File: config.mk
export PLATFORM = sky130hd
export DESIGN_NAME = load_unit_flat
export DESIGN_NICKNAME = d
export VERILOG_FILES = /design/src/rtl/load_unit_if.sv /design/src/rtl/load_unit.sv /design/src/flat_wrapper.sv
export SDC_FILE = /design/constraint.sdc
export NUM_CORES = 1
export LEC_CHECK = 0
export CAP_MARGIN = 10
export CORE_MARGIN = 2
export CORE_UTILIZATION = 40
export CTS_BUF_LIST = sky130_fd_sc_hd__clkbuf_8
export DETAILED_ROUTE_END_ITERATION = 10
export PLACE_DENSITY = 0.71
export SETUP_SLACK_MARGIN = 0.2
export SYNTH_ARGS = -nofsm -noshare
export SYNTH_HDL_FRONTEND = slang
export SYNTH_SLANG_ARGS = --single-unit
export TNS_END_PERCENT = 1
File: constraint.sdc
create_clock -name clk -period 3.4 [get_ports clk]
set_input_delay 0.68 -clock clk [delete_from_list [all_inputs] [get_ports clk]]
set_output_delay 0.68 -clock clk [all_outputs]
set_load 0.05 [all_outputs]
File: src/rtl/load_unit_if.sv
// Load unit bus bundle: pipeline load request, data-memory word read, writeback result.
interface load_unit_if;
    logic        ld_valid;
    logic        ld_ready;
    logic [31:0] ld_addr;
    logic [2:0]  ld_type;
    logic        mem_req;
    logic [31:0] mem_addr;
    logic        mem_gnt;
    logic        mem_rvalid;
    logic [31:0] mem_rdata;
    logic        rd_valid;
    logic        rd_ready;
    logic [31:0] rd_data;
    logic        rd_err;

    modport slave (
        input  ld_valid, ld_addr, ld_type, mem_gnt, mem_rvalid, mem_rdata, rd_ready,
        output ld_ready, mem_req, mem_addr, rd_valid, rd_data, rd_err
    );

    modport master (
        output ld_valid, ld_addr, ld_type, mem_gnt, mem_rvalid, mem_rdata, rd_ready,
        input  ld_ready, mem_req, mem_addr, rd_valid, rd_data, rd_err
    );
endinterface

File: src/rtl/load_unit.sv
// RV32 load unit: one outstanding word read, byte/half extraction, bus-error timeout.
// Optional LOAD_MISALIGN_CHECK_EN rejects misaligned LH/LHU/LW as illegal loads.
module load_unit #(
    parameter int unsigned TIMEOUT_CYCLES = 255
) (
    input logic         clk,
    input logic         rst,
    load_unit_if.slave  bus
);
    typedef enum logic [1:0] {IDLE, REQ, WAIT, RESP} state_e;

    localparam logic [7:0] LAST_CNT = 8'(TIMEOUT_CYCLES - 1);

    state_e      state_q, state_d;
    logic [31:0] addr_q;
    logic [2:0]  type_q;
    logic [7:0]  cnt_q;
    logic [31:0] data_q;
    logic        err_q;
    logic        accept, bad_type, misalign, bad, timeout;

    function automatic logic [31:0] extract(input logic [31:0] w, input logic [1:0] a,
                                            input logic [2:0] t);
        logic [7:0]  b;
        logic [15:0] h;
        logic [31:0] r;
        case (a)
            2'd0:    b = w[7:0];
            2'd1:    b = w[15:8];
            2'd2:    b = w[23:16];
            default: b = w[31:24];
        endcase
        h = a[1] ? w[31:16] : w[15:0];
        case (t)
            3'd0:    r = {{24{b[7]}}, b};
            3'd4:    r = {24'd0, b};
            3'd1:    r = {{16{h[15]}}, h};
            3'd5:    r = {16'd0, h};
            default: r = w;
        endcase
        return r;
    endfunction

    assign accept   = bus.ld_valid && (state_q == IDLE);
    assign bad_type = (bus.ld_type == 3'd3) || (bus.ld_type == 3'd6) || (bus.ld_type == 3'd7);
`ifdef LOAD_MISALIGN_CHECK_EN
    assign misalign = (((bus.ld_type == 3'd1) || (bus.ld_type == 3'd5)) && bus.ld_addr[0]) ||
                      ((bus.ld_type == 3'd2) && (bus.ld_addr[1:0] != 2'b00));
`else
    assign misalign = 1'b0;
`endif
    assign bad     = bad_type || misalign;
    assign timeout = (cnt_q == LAST_CNT);

    always_ff @(posedge clk or posedge rst) begin
        if (rst) state_q <= IDLE;
        else     state_q <= state_d;
    end

    always_comb begin
        state_d = state_q;
        case (state_q)
            IDLE: if (accept)                      state_d = bad ? RESP : REQ;
            REQ:  if (bus.mem_gnt)                 state_d = WAIT;
            WAIT: if (bus.mem_rvalid || timeout)   state_d = RESP;
            RESP: if (bus.rd_ready)                state_d = IDLE;
            default:                               state_d = IDLE;
        endcase
    end

    always_ff @(posedge clk or posedge rst) begin
        if (rst) begin
            addr_q <= '0;
            type_q <= '0;
            cnt_q  <= '0;
            data_q <= '0;
            err_q  <= 1'b0;
        end else begin
            case (state_q)
                IDLE: if (accept) begin
                    addr_q <= bus.ld_addr;
                    type_q <= bus.ld_type;
                    cnt_q  <= '0;
                    if (bad) begin
                        data_q <= '0;
                        err_q  <= 1'b1;
                    end
                end
                REQ: cnt_q <= '0;
                WAIT: begin
                    // A response arriving on the final wait cycle beats the timeout.
                    if (bus.mem_rvalid) begin
                        data_q <= extract(bus.mem_rdata, addr_q[1:0], type_q);
                        err_q  <= 1'b0;
                    end else if (timeout) begin
                        data_q <= '0;
                        err_q  <= 1'b1;
                    end else begin
                        cnt_q <= cnt_q + 8'd1;
                    end
                end
                default: ;
            endcase
        end
    end

    assign bus.ld_ready = (state_q == IDLE);
    assign bus.mem_req  = (state_q == REQ);
    assign bus.mem_addr = {addr_q[31:2], 2'b00};
    assign bus.rd_valid = (state_q == RESP);
    assign bus.rd_data  = data_q;
    assign bus.rd_err   = err_q;
endmodule

File: src/flat_wrapper.sv
// flat-port wrapper written by rule: the top's interface ports become plain ports
module load_unit_flat 
#(
    parameter int unsigned TIMEOUT_CYCLES = 255
)
  (clk, rst, bus_ld_valid, bus_ld_addr, bus_ld_type, bus_mem_gnt, bus_mem_rvalid, bus_mem_rdata, bus_rd_ready, bus_ld_ready, bus_mem_req, bus_mem_addr, bus_rd_valid, bus_rd_data, bus_rd_err);
  load_unit_if bus_i ();
  input logic clk;
  input logic rst;
  input wire logic [$bits(bus_i.ld_valid)-1:0] bus_ld_valid;
  input wire logic [$bits(bus_i.ld_addr)-1:0] bus_ld_addr;
  input wire logic [$bits(bus_i.ld_type)-1:0] bus_ld_type;
  input wire logic [$bits(bus_i.mem_gnt)-1:0] bus_mem_gnt;
  input wire logic [$bits(bus_i.mem_rvalid)-1:0] bus_mem_rvalid;
  input wire logic [$bits(bus_i.mem_rdata)-1:0] bus_mem_rdata;
  input wire logic [$bits(bus_i.rd_ready)-1:0] bus_rd_ready;
  output wire logic [$bits(bus_i.ld_ready)-1:0] bus_ld_ready;
  output wire logic [$bits(bus_i.mem_req)-1:0] bus_mem_req;
  output wire logic [$bits(bus_i.mem_addr)-1:0] bus_mem_addr;
  output wire logic [$bits(bus_i.rd_valid)-1:0] bus_rd_valid;
  output wire logic [$bits(bus_i.rd_data)-1:0] bus_rd_data;
  output wire logic [$bits(bus_i.rd_err)-1:0] bus_rd_err;
  assign bus_i.ld_valid = bus_ld_valid;
  assign bus_i.ld_addr = bus_ld_addr;
  assign bus_i.ld_type = bus_ld_type;
  assign bus_i.mem_gnt = bus_mem_gnt;
  assign bus_i.mem_rvalid = bus_mem_rvalid;
  assign bus_i.mem_rdata = bus_mem_rdata;
  assign bus_i.rd_ready = bus_rd_ready;
  assign bus_ld_ready = bus_i.ld_ready;
  assign bus_mem_req = bus_i.mem_req;
  assign bus_mem_addr = bus_i.mem_addr;
  assign bus_rd_valid = bus_i.rd_valid;
  assign bus_rd_data = bus_i.rd_data;
  assign bus_rd_err = bus_i.rd_err;
  load_unit #(.TIMEOUT_CYCLES(TIMEOUT_CYCLES)) u_core (.clk(clk), .rst(rst), .bus(bus_i));
endmodule
==> summary.txt <==
Post-CTS Setup Repair Bufs = 0
CP Max Fanout = 7
Max H-tree Level = 3
Net Sw Power = 2.86 mW
Die Area = 11600 um2
worst-case clock buffer depth = 2
pin count of the biggest net entering global routing = 79
DRC Markers = 0
setup ws final = 0.591 ns
Max-Cap Viols = 0
fin area = 5780 um2
I/O pin count = 141
Fin. Hold Viols = 0
Worst-Skew Late Latency = 0.37 ns
worst endpoint data arrival time = 2.13 ns
synth warn = 0
clock power share = 12.5%
Fmax = 356 MHz
Avg Cell Area, Syn = 11.5 um2
CTS sink count = 78
share of post-route cells with drive strength above 1 = 17.5%
clk root buf = clkbuf_8
final worst-path cycle share = 82.6%
CTS-repair resized insts = 0
Antenna Nets Post-Route = 0
placed cell count = 605
Final setup viols = 0
switching share of power = 49.0%
Post-Syn Instances = 377
Crit path required time = 2.72 ns
fin. max-slew vios = 0
Setup crit end kind = output pin
relative slew slack = 25.4%
drt via density = 5.39
Final Routed Wirelength = 10.8 mm
antenna diode count = 0
Die Width = 108 um
gr usage total = 19.0%
status = complete, no violations
Logic pwr share = 59.3%
GPL Wtd Cong = 0.855
Layout area overhead = 33.8%
setup TNS = 0 ns
GRT overflow = 0
antenna violations before repair = 0
Place WS = 0.833 ns
number of synthesized flops with an enable pin = 0
Critical Path Source Type = flip-flop
first-pass GRT wire length = 17.0 mm
hpwl dp = 8.05 mm
Synth Register Bits = 78
Std-Cell Rows = 37
commonest cells after routing, fill and taps aside = clkdlybuf4s50_1 (138), dfrtp_1 (78), mux2_2 (39)
Cell Count, Final, Fillers Out = 621
final core utilization = 55.5%
Worst Skew = 0.0100 ns
Worst-path clk slew = 0.09 ns
Lkg Pwr = 2.40 nW
CTS Hold Bufs = 0
CTS tree = yes
Starting Density = 41.5%
Initial DRC Count = 172
wire length per cell = 17.4 um
number of fill cells = 925
commonest non-fill, non-tap cell in the layout = clkdlybuf4s50_1
Flop pwr share = 28.2%
Int Pwr = 2.97 mW
Min Hold Slack = 0.499 ns
Async S/R FF share, synth = 100%
ys flop type = dfrtp_1
Die H = 108 um
IO Port Bufs = 138
TritonCTS buffer count = 9
Worst Tran Pin Value = 1.12 ns
Worst VDD drop = 0.498 mV
Cell Pwr Density = 1010 nW/um2
Placed Area = 5580 um2
NumNets Final = 559
number of global-route vias before repair = 3332
Hold WC Path Type = reg -> reg
Core Area = 10400 um2
Yosys cell types = 57
crit path kind = reg -> out
crit path time final = 2.81 ns
RSZ-0062 raised after global routing = false
TritonRoute pass-1 iters = 7
mapped cell area = 4320 um2
part of the Yosys area used for sequential elements = 45.2%
vias = 3349
Tot Pwr = 5.83 mW
cell usage after synthesis (2+ instances only):
| library cell | count | area [um2] |
|---|---|---|
| nor2_1 | 6 | 22.5 |
| a31oi_1 | 2 | 12.5 |
| mux2_4 | 4 | 60.1 |
| and2_1 | 2 | 12.5 |
| nand3_1 | 4 | 20.0 |
| nand2b_1 | 2 | 12.5 |
| o22ai_1 | 4 | 25.0 |
| or2_1 | 2 | 12.5 |
| o221ai_1 | 9 | 78.8 |
| and3_1 | 2 | 12.5 |
| o21a_1 | 2 | 15.0 |
| nor3_1 | 7 | 35.0 |
| nand4_1 | 5 | 31.3 |
| and4_1 | 2 | 17.5 |
| inv_1 | 15 | 56.3 |
| buf_4 | 32 | 240 |
| clkbuf_1 | 8 | 30.0 |
| a22oi_1 | 4 | 30.0 |
| ha_1 | 6 | 75.1 |
| buf_6 | 2 | 22.5 |
| dfrtp_1 | 78 | 1950 |
| o2bb2ai_1 | 7 | 61.3 |
| o21ai_0 | 8 | 40.0 |
| mux2_2 | 39 | 439 |
| buf_2 | 8 | 40.0 |
| nor2b_1 | 4 | 25.0 |
| o2bb2ai_2 | 10 | 150 |
| a2bb2oi_1 | 4 | 35.0 |
| a22o_1 | 8 | 70.1 |
| a221oi_1 | 3 | 26.3 |
| nand2_1 | 26 | 97.6 |
| a21o_1 | 2 | 15.0 |
| mux2i_1 | 18 | 180 |
| a221o_1 | 2 | 20.0 |
| a21oi_1 | 18 | 90.1 |
cells by family (layout without fill, tap and decap cells):
kind of cell | after synthesis | count (layout) | share of synthesized area, %
AOI/OAI and AO/OA | 96 | 96 | 19.1
adders and majority gates | 6 | 6 | 1.74
buffers and inverters | 65 | 172 | 9.01
DFF | 78 | 78 | 45.2
muxes | 62 | 62 | 16.3
other | 1 | 2 | 0.0868
and+or+nand+nor | 69 | 69 | 8.63
area by class of cell:
cell class                      count  area, um2  area share (%)
Multi-Input combinational cell    235       1980            34.3
Clock buffer                        9        124            2.14
Sequential cell                    78       1950            33.8
Tap cell                          136        170            2.94
Inverter                           15       56.3           0.974
Timing Repair Buffer              141       1420            24.5
Clock inverter                      7       78.8            1.36
metal layers:
metal	vias up	share of wire [%]	track usage, %
met5	-	0	0
met4	0	2.8	6.32
met3	24	6.8	6.36
met2	122	48	30.2
met1	1634	42	24.2
li1	1569	-	-
worst max-delay path: stages, from the launching register on:
cell and delay (ns):
dfrtp_1 0.41, inv_1 0.11, ha_1 0.36, clkdlybuf4s50_1 0.90
sequential cells by signal, indices dropped and copies added (netlist names):
signal and cells:
u_core.bus.rd_err 1, u_core.addr_q 32, u_core.state_q 2, u_core.cnt_q 8
u_core.bus.rd_data 32, u_core.type_q 3
path summary, 6_finish.rpt:
check	start	end	slack, ns	cells past startpoint
max in group asynchronous	rst	u_core.bus.rd_data[9]$_DFFE_PP0P_	2.35	3
setup / recovery	u_core.state_q[0]$_DFFE_PP0P_	bus_ld_ready	0.59	3
hold / removal	u_core.bus.rd_data[19]$_DFFE_PP0P_	u_core.bus.rd_data[19]$_DFFE_PP0P_	0.50	1
setup reg to reg	u_core.state_q[0]$_DFFE_PP0P_	u_core.bus.rd_data[17]$_DFFE_PP0P_	0.97	6
hold reg to reg	u_core.bus.rd_data[19]$_DFFE_PP0P_	u_core.bus.rd_data[19]$_DFFE_PP0P_	0.50	1
min in group asynchronous	rst	u_core.addr_q[21]$_DFFE_PP0P_	0.73	3
power groups by stage:
stage / logic, mW / clock network, mW / registers (mW)
6_report: 3.46 / 0.729 / 1.64
5_1_grt: 3.65 / 0.787 / 1.70
4_1_cts: 3.48 / 0.741 / 1.64
3_5_place_dp: 3.47 / 0 / 1.66
3_3_place_gp: 3.42 / 0 / 1.64
2_1_floorplan: 2.41 / 0 / 1.93
(Power assumes the default switching activity.)
